File: src/rtl/dmem_arbiter.sv
// Single-port data-memory arbiter between the pipeline memory stage and a DMA loader.
// The CPU has priority unless the loader has been starved or holds a burst lock.
module dmem_arbiter #(
  parameter int AW           = 32,
  parameter int DW           = 32,
  parameter int STARVE_LIMIT = 4
) (
  input  logic          clk,
  input  logic          rst,
  input  logic          cpu_req,
  input  logic          cpu_we,
  input  logic [AW-1:0] cpu_addr,
  input  logic [DW-1:0] cpu_wdata,
  output logic          cpu_gnt,
  output logic          cpu_stall,
  output logic          cpu_rvalid,
  output logic [DW-1:0] cpu_rdata,
  input  logic          dma_req,
  input  logic          dma_we,
  input  logic          dma_lock,
  input  logic [AW-1:0] dma_addr,
  input  logic [DW-1:0] dma_wdata,
  output logic          dma_gnt,
  output logic          dma_rvalid,
  output logic [DW-1:0] dma_rdata,
  output logic          mem_we,
  output logic [AW-1:0] mem_a,
  output logic [DW-1:0] mem_wd,
  input  logic [DW-1:0] mem_rd
);

  typedef enum logic [1:0] {
    CPU_PRI   = 2'd0,
    DMA_FORCE = 2'd1,
    DMA_LOCK  = 2'd2
  } state_t;

  localparam logic [3:0] LIMIT = 4'(STARVE_LIMIT);

  state_t     state_r, state_s;
  logic [3:0] starve_cnt_r, starve_cnt_s;

  // Grant decode: requester priority depends only on the current state.
  always_comb begin
    cpu_gnt = 1'b0;
    dma_gnt = 1'b0;
    case (state_r)
      CPU_PRI: begin
        cpu_gnt = cpu_req;
        dma_gnt = dma_req & ~cpu_req;
      end
      DMA_FORCE, DMA_LOCK: begin
        dma_gnt = dma_req;
        cpu_gnt = cpu_req & ~dma_req;
      end
      default: begin
        cpu_gnt = cpu_req;
        dma_gnt = dma_req & ~cpu_req;
      end
    endcase
    cpu_stall = cpu_req & ~cpu_gnt;
  end

  // Starvation counter and next-state logic.
  always_comb begin
    starve_cnt_s = 4'd0;
    state_s      = state_r;
    if (dma_req && !dma_gnt) begin
      starve_cnt_s = (starve_cnt_r >= LIMIT) ? LIMIT : starve_cnt_r + 4'd1;
    end else begin
      starve_cnt_s = 4'd0;
    end
    // A granted locked access always enters the lock, whatever the current state.
    if (dma_gnt && dma_lock) begin
      state_s = DMA_LOCK;
    end else begin
      case (state_r)
        CPU_PRI: begin
          if (dma_req && !dma_gnt && starve_cnt_s == LIMIT) begin
            state_s = DMA_FORCE;
          end else begin
            state_s = CPU_PRI;
          end
        end
        DMA_FORCE: begin
          if (dma_gnt || !dma_req) begin
            state_s = CPU_PRI;
          end else begin
            state_s = DMA_FORCE;
          end
        end
        DMA_LOCK: begin
          if (!dma_lock || !dma_req) begin
            state_s = CPU_PRI;
          end else begin
            state_s = DMA_LOCK;
          end
        end
        default: state_s = CPU_PRI;
      endcase
    end
  end

  // Memory port mux; an idle port presents the CPU address with writes disabled.
  always_comb begin
    mem_we = 1'b0;
    mem_a  = cpu_addr;
    mem_wd = cpu_wdata;
    if (dma_gnt) begin
      mem_we = dma_we;
      mem_a  = dma_addr;
      mem_wd = dma_wdata;
    end else if (cpu_gnt) begin
      mem_we = cpu_we;
    end else begin
      mem_we = 1'b0;
    end
  end

  // State and starvation counter registers.
  always_ff @(posedge clk or negedge rst) begin
    if (!rst) begin
      state_r      <= CPU_PRI;
      starve_cnt_r <= 4'd0;
    end else begin
      state_r      <= state_s;
      starve_cnt_r <= starve_cnt_s;
    end
  end

  // Read responses: one-cycle valid pulse, data held between responses.
  always_ff @(posedge clk or negedge rst) begin
    if (!rst) begin
      cpu_rvalid <= 1'b0;
      dma_rvalid <= 1'b0;
      cpu_rdata  <= {DW{1'b0}};
      dma_rdata  <= {DW{1'b0}};
    end else begin
      cpu_rvalid <= cpu_gnt & ~cpu_we;
      dma_rvalid <= dma_gnt & ~dma_we;
      if (cpu_gnt && !cpu_we) begin
        cpu_rdata <= mem_rd;
      end else begin
        cpu_rdata <= cpu_rdata;
      end
      if (dma_gnt && !dma_we) begin
        dma_rdata <= mem_rd;
      end else begin
        dma_rdata <= dma_rdata;
      end
    end
  end

endmodule

File: config.mk
export PLATFORM = sky130hd
export DESIGN_NAME = dmem_arbiter
export DESIGN_NICKNAME = d
export VERILOG_FILES = /design/src/rtl/dmem_arbiter.sv
export SDC_FILE = /design/constraint.sdc
export NUM_CORES = 1
export LEC_CHECK = 0
export BUFFER_PORTS_ARGS = -buffer_cell sky130_fd_sc_hd__buf_2
export CAP_MARGIN = 20
export CORE_AREA = 2 2 115 117
export DETAILED_ROUTE_END_ITERATION = 8
export DIE_AREA = 0 0 117 119
export PLACE_DENSITY = 0.67
export SLEW_MARGIN = 20
export SYNTH_ARGS = -nofsm -noshare
export SYNTH_HDL_FRONTEND = slang
export SYNTH_SLANG_ARGS = --single-unit
File: constraint.sdc
create_clock -name clk -period 1.9 [get_ports clk]
set_input_delay 0.19 -clock clk [delete_from_list [all_inputs] [get_ports clk]]
set_output_delay 0.19 -clock clk [all_outputs]
set_load 0.01 [all_outputs]
After elaboration in Yosys (flattened, before gate mapping)
Index checks and enable logic that the tools add are counted.
Widths: inputs -> output; s select.
- bits of input ports: 167
- register bits after elaboration: 72
- logic and storage cells: 48
- output and inout port bits: 134
- muxes and demuxes: 13
- $add $sub $neg: 1
- eq/ne operators: 3
- reduce and logical (&&, ||, !) cells: 14
- order comparisons: 1
- bitwise gates (word level): 10
- operator list (cell ; number):
    $mux 32 ; 2
    $mux 4 ; 2
    $mux 1 ; 6
    $pmux 2 s3 ; 1
    $and 1x1->1 ; 5
    $logic_and 1x1->1 ; 5
    $logic_not 1->1 ; 5
    $not 1->1 ; 5
    $add 4x1->4 const B ; 1
    $eq 4x3->1 const B ; 1
    $ge 4x3->1 const B ; 1
    $mux 2 ; 2
    $eq 2x1->1 const B ; 1
    $eq 2x2->1 const B ; 1
    $logic_not 2->1 ; 1
    $logic_or 1x1->1 ; 2
    $reduce_or 2->1 ; 1

Longest topological paths before layout
- word-level depth: 11
- mapped depth: 7
- mapped depth without buffers: 5

Least setup slack after synthesis
No wires, ideal clock.
- path kind: register to register
- start: reg state_r[0]
- end: reg cpu_rdata[10]
- period minus slack after synthesis: 1872 ps
- cell stages (with the launch flop): 8
- library setup time: 125 ps
- slack: 28 ps
- arrival: 1747 ps
- buffers on the path: 2
- data required time: 1775 ps
- cell sequence: dfrtp_1 inv_1 ha_1 a21boi_2 nor2b_4 buf_6 buf_12 mux2_4
- cells in the longest elaborated chain, start to end: 4
- elaborated cells on any way between the ends: 5
- classes of those cells: 2 x eq/ne; 1 x mux; 2 x reduce/logical
- ends and longest elaborated chain (what ; line ; source):
    start, declared ; 40 ; state_t state_r, state_s;
    start signal, assigned ; 126 ; state_r <= state_s;
    $eq 2x2->1 / $eq 2x1->1 (equally long branches) ; 47 ; case (state_r)
    $reduce_or 2->1 * ; 47 ;
    $mux 1 * ; 47 ;
    via cpu_gnt ; 14 ; output logic cpu_gnt,
    $logic_and 1x1->1 * ; 141 ; if (cpu_gnt && !cpu_we) begin
    end signal, assigned ; 136 ; cpu_rdata <= {DW{1'b0}};
    end signal, assigned ; 142 ; cpu_rdata <= mem_rd;
    end signal, assigned ; 144 ; cpu_rdata <= cpu_rdata;
    end, declared ; 17 ; output logic [DW-1:0] cpu_rdata,
Mark *: on every way through the listed nets, which the timed path passes. The rest lies on a longest branch.
A chain may end at the register's enable or synchronous reset.

Final worst setup path
- start: reg state_r[1]
- end: out mem_wd[30]
- cells in the longest elaborated chain, start to end: 4
- elaborated cells on any way between the ends: 5
- classes of those cells: 2 x eq/ne; 2 x mux; 1 x reduce/logical
- ends and longest elaborated chain (what ; line ; source):
    $eq 2x2->1 / $eq 2x1->1 (equally long branches) ; 47 ;
    $reduce_or 2->1 * ; 47 ;
    $mux 1 * ; - ;
    $mux 32 * ; 109 ; if (dma_gnt) begin
    end, declared ; 28 ; output logic [DW-1:0] mem_wd,
Mark *: on every way between the ends. The rest lies on a longest branch, timed or not.

==> metrics.md <==
| Metric | Value |
|---|---|
| Area of the multi-input gates | 1940 um2 |
| TritonRoute pass-1 iters | 4 |
| Setup crit end kind | primary output |
| Post-synth top area share | 46.3% |
| Unrepaired setup endpoints after global routing | true |
| H-tree Lvls | 3 |
| PD cells | 837 nW/um2 |
| Most area-hungry cell type in the Yosys netlist | dfrtp_1 |
| Drt wl/cell | 19.2 um |
| Worst Reg-to-Reg Cells | 8 |
| Drt drc | 0 |
| Clock sink count | 72 |
| Layout fillers | 1118 |
| Initial antenna violation count | 2 |
| Reg2Reg Capture Point | cpu_rdata[26] |
| NumNets Final | 756 |
| Final hold vios | 0 |
| Most common cell in the netlist | dfrtp_1 |
| Post-DRT Antenna Nets | 0 |
| FF-to-FF setup slack | -0.12 ns |
| WP data required | 1.71 ns |
| Routed via count | 3500 |
| Area delta synth->final | 75.2% |
| Vias per std cell | 4.56 |
| Post-synth top cells | dfrtp_1 (72), mux2_4 (69), mux2_2 (59), inv_1 (7), buf_6 (6) |
| First-pass GRT wire length | slightly above 20 mm |
| Worst r2r src | state_r[1] |
| Placeable Area | between 10000 and 15000 um2 |
| Hold path cells | 2 |
| Num CTS Buffers | 9 |
| Status | complete, but fails checks |
| Leak | around 3.5 nW |
| Die area | 13900 um2 |
| Post-Syn Area per Cell | 15.8 um2 |
| Final Util | 52.9% |
| Worst Hold Class | input port to register |
| Gr usage total | 19.1% |
| Inst Count DP | 725 |
| Tmin final | 2.25 ns |
| Ys flop type | dfrtp_1 |
| Final non-filler cell total | 767 |
| CP Max Fanout | 7 |
| Final Max Tran Viols | 0 |
| Final WS setup | -0.346 ns |
| Largest net degree at the start of global routing | 40 |
| Row cnt | 42 |
| Synth Register Bits | between 70 and 80 |
| CTS tree | done |
| Worst EP arrival | 2.06 ns |
| Detailed placer's ending HPWL | between 10 and 15 mm |
| Synth cell types | 26 |
| Startpoint type of the worst setup path | register |
| Reg area | 1800 um2 |
| Failing checks | negative setup slack |
| Clk Latency, worst-skew pair | roughly 0.32 ns |
| IO buf count | 300 |
| Setup WS pre-CTS | -0.0944 ns |
| HP Start | dma_lock |
| Maxcap violations | 0 |
| CP Class | register to primary output |
| Gate Count Post-Synth | 246 |
| Final Power | 5.70 mW |
| Syn. warnings | 0 |
| CTS max path bufs | 2 |
| Die width | 117 um |
| Initial Util | 30.2% |
| Final period utilization | 118% |
| Clock slew at reported path FFs | 0.06 ns |
| Vias in the first global route | 3736 |
| Mapped Nets | 418 |
| Routability cong. | 0.914 |
| Seq/Total Area, Yosys | 46.3% |
| Setup violations, final | a little over 90 |
| Max frequency | about 0.45 GHz |
| Routed Wire Length | 14.7 mm |
| Async SR Flop Fraction | 100% |
| Post-synth EDFFs | 0 |
| Share of cells above drive strength 1 | 83.5% |
| Post-Syn Area | 3890 um2 |
| WHS | around 0.08 ns |
| Clock Skews | 0.00666 ns |
| DIE HEIGHT | 119 um |
| Area contributors post-synth | dfrtp_1 (46%), mux2_4 (27%), mux2_2 (17%), buf_6 (1.7%), ha_1 (1.6%) |
| Clk root buf | clkbuf_16 |
| # IOs | between 300 and 400 |
| Hold path endpoint | state_r[1] |
| Maximum VDD drop | about 0.66 mV |
| Initial DRC count | approximately 150 |
| Remaining global-route overflow | 0 |
-- metal layers --
layer | up-vias | global-route usage [%] | wire (um)
met2 | 202 | 32.8 | 7440
met5 | - | 0 | 0
met4 | 0 | 8.68 | 560
met1 | 1694 | 21.2 | 5340
met3 | 41 | 6.31 | 1370
li1 | 1563 | - | -
-- cell usage in the layout (no fill, tap or decap), types with 2 or more instances in the layout --
| master | synthesis | layout |
|---|---|---|
| inv_2 | 1 | 2 |
| diode_2 | 0 | 2 |
| nand2_1 | 2 | 2 |
| clkbuf_1 | 0 | 2 |
| dfrtp_1 | 72 | 72 |
| buf_6 | 6 | 69 |
| mux2_2 | 59 | 57 |
| buf_4 | 3 | 15 |
| clkbuf_16 | 0 | 14 |
| buf_12 | 3 | 9 |
| nor2_1 | 2 | 2 |
| buf_2 | 2 | 236 |
| buf_16 | 0 | 3 |
| clkbuf_8 | 0 | 2 |
| mux2_4 | 69 | 71 |
| ha_1 | 5 | 4 |
| clkinv_2 | 0 | 2 |
| inv_1 | 7 | 5 |
| buf_8 | 0 | 2 |
-- stage by stage --
stage               TNS [ns]  cell area (um2)
floorplan                  0             3890
global placement      -0.581             5650
detailed placement     -5.36             5650
CTS                   -18.14             6380
global route          -27.90             6810
finish                -21.42             6810
-- repair_timing --
item                                    in CTS  in global routing
resized for setup                           54                 42
hold buffers                                 1                  0
pin swaps                                    2                  2
gates cloned                                 3                  7
hold endpoints to repair                    16                  0
endpoints found under the setup margin      98                 97
buffers inserted                             5                  8
-- power by group --
group / leakage, nW / internal [mW] / switching (mW)
Sequential: 0.858 / 1.83 / 0.160
Combinational: 2.52 / 1.20 / 0.823
Clock: 0.150 / 1.08 / 0.608
Total: 3.52 / 4.11 / 1.59
-- registers in the layout, summed over array words and instances, names as in the netlist --
register / count
dma_rdata: 32
cpu_rdata: 32
state_r: 2
dma_rvalid: 1
cpu_rvalid: 1
starve_cnt_r: 4
-- worst max-delay path, cell delays in order (launching register included) --
cell and delay (ns):
dfrtp_1 0.39, inv_2 0.09, ha_4 0.21, o21ai_4 0.21
clkinv_4 0.18, clkbuf_16 0.21, mux2_4 0.31, buf_6 0.12
-- final cells by class --
class                           instances  area share, %
Antenna cell                            2         0.0735
Clock buffer                           13           3.82
Clock inverter                          3          0.588
Inverter                                8          0.514
Multi-Input combinational cell        152           28.4
Sequential cell                        72           26.4
Tap cell                              176           3.23
Timing Repair Buffer                  340           36.7
Timing Repair inverter                  1          0.239
-- logic make-up (layout without fill, tap and decap cells) --
| family | Yosys count | after routing | share of synthesized area [%] |
|---|---|---|---|
| AOI/OAI and AO/OA | 7 | 7 | 1.51 |
| muxes | 128 | 128 | 43.7 |
| other | 1 | 3 | 0.0965 |
| buffers and inverters | 22 | 365 | 4.89 |
| DFF | 72 | 72 | 46.3 |
| adders and majority gates | 5 | 5 | 1.61 |
| and+or+nand+nor | 11 | 11 | 1.80 |
-- how the worst max path moves through the flow --
stage	startpoint	endpoint	slack (ns)
3_5_place_dp	state_r[0]	mem_a[15]	-0.09
2_1_floorplan	state_r[0]	cpu_rdata[10]	0.03
6_report	state_r[1]	mem_wd[30]	-0.35
4_1_cts	state_r[1]	mem_wd[26]	-0.31
5_1_grt	state_r[1]	mem_wd[30]	-0.41
3_3_place_gp	state_r[0]	mem_a[22]	-0.02
Note: power is estimated with default switching activity, not from simulation.
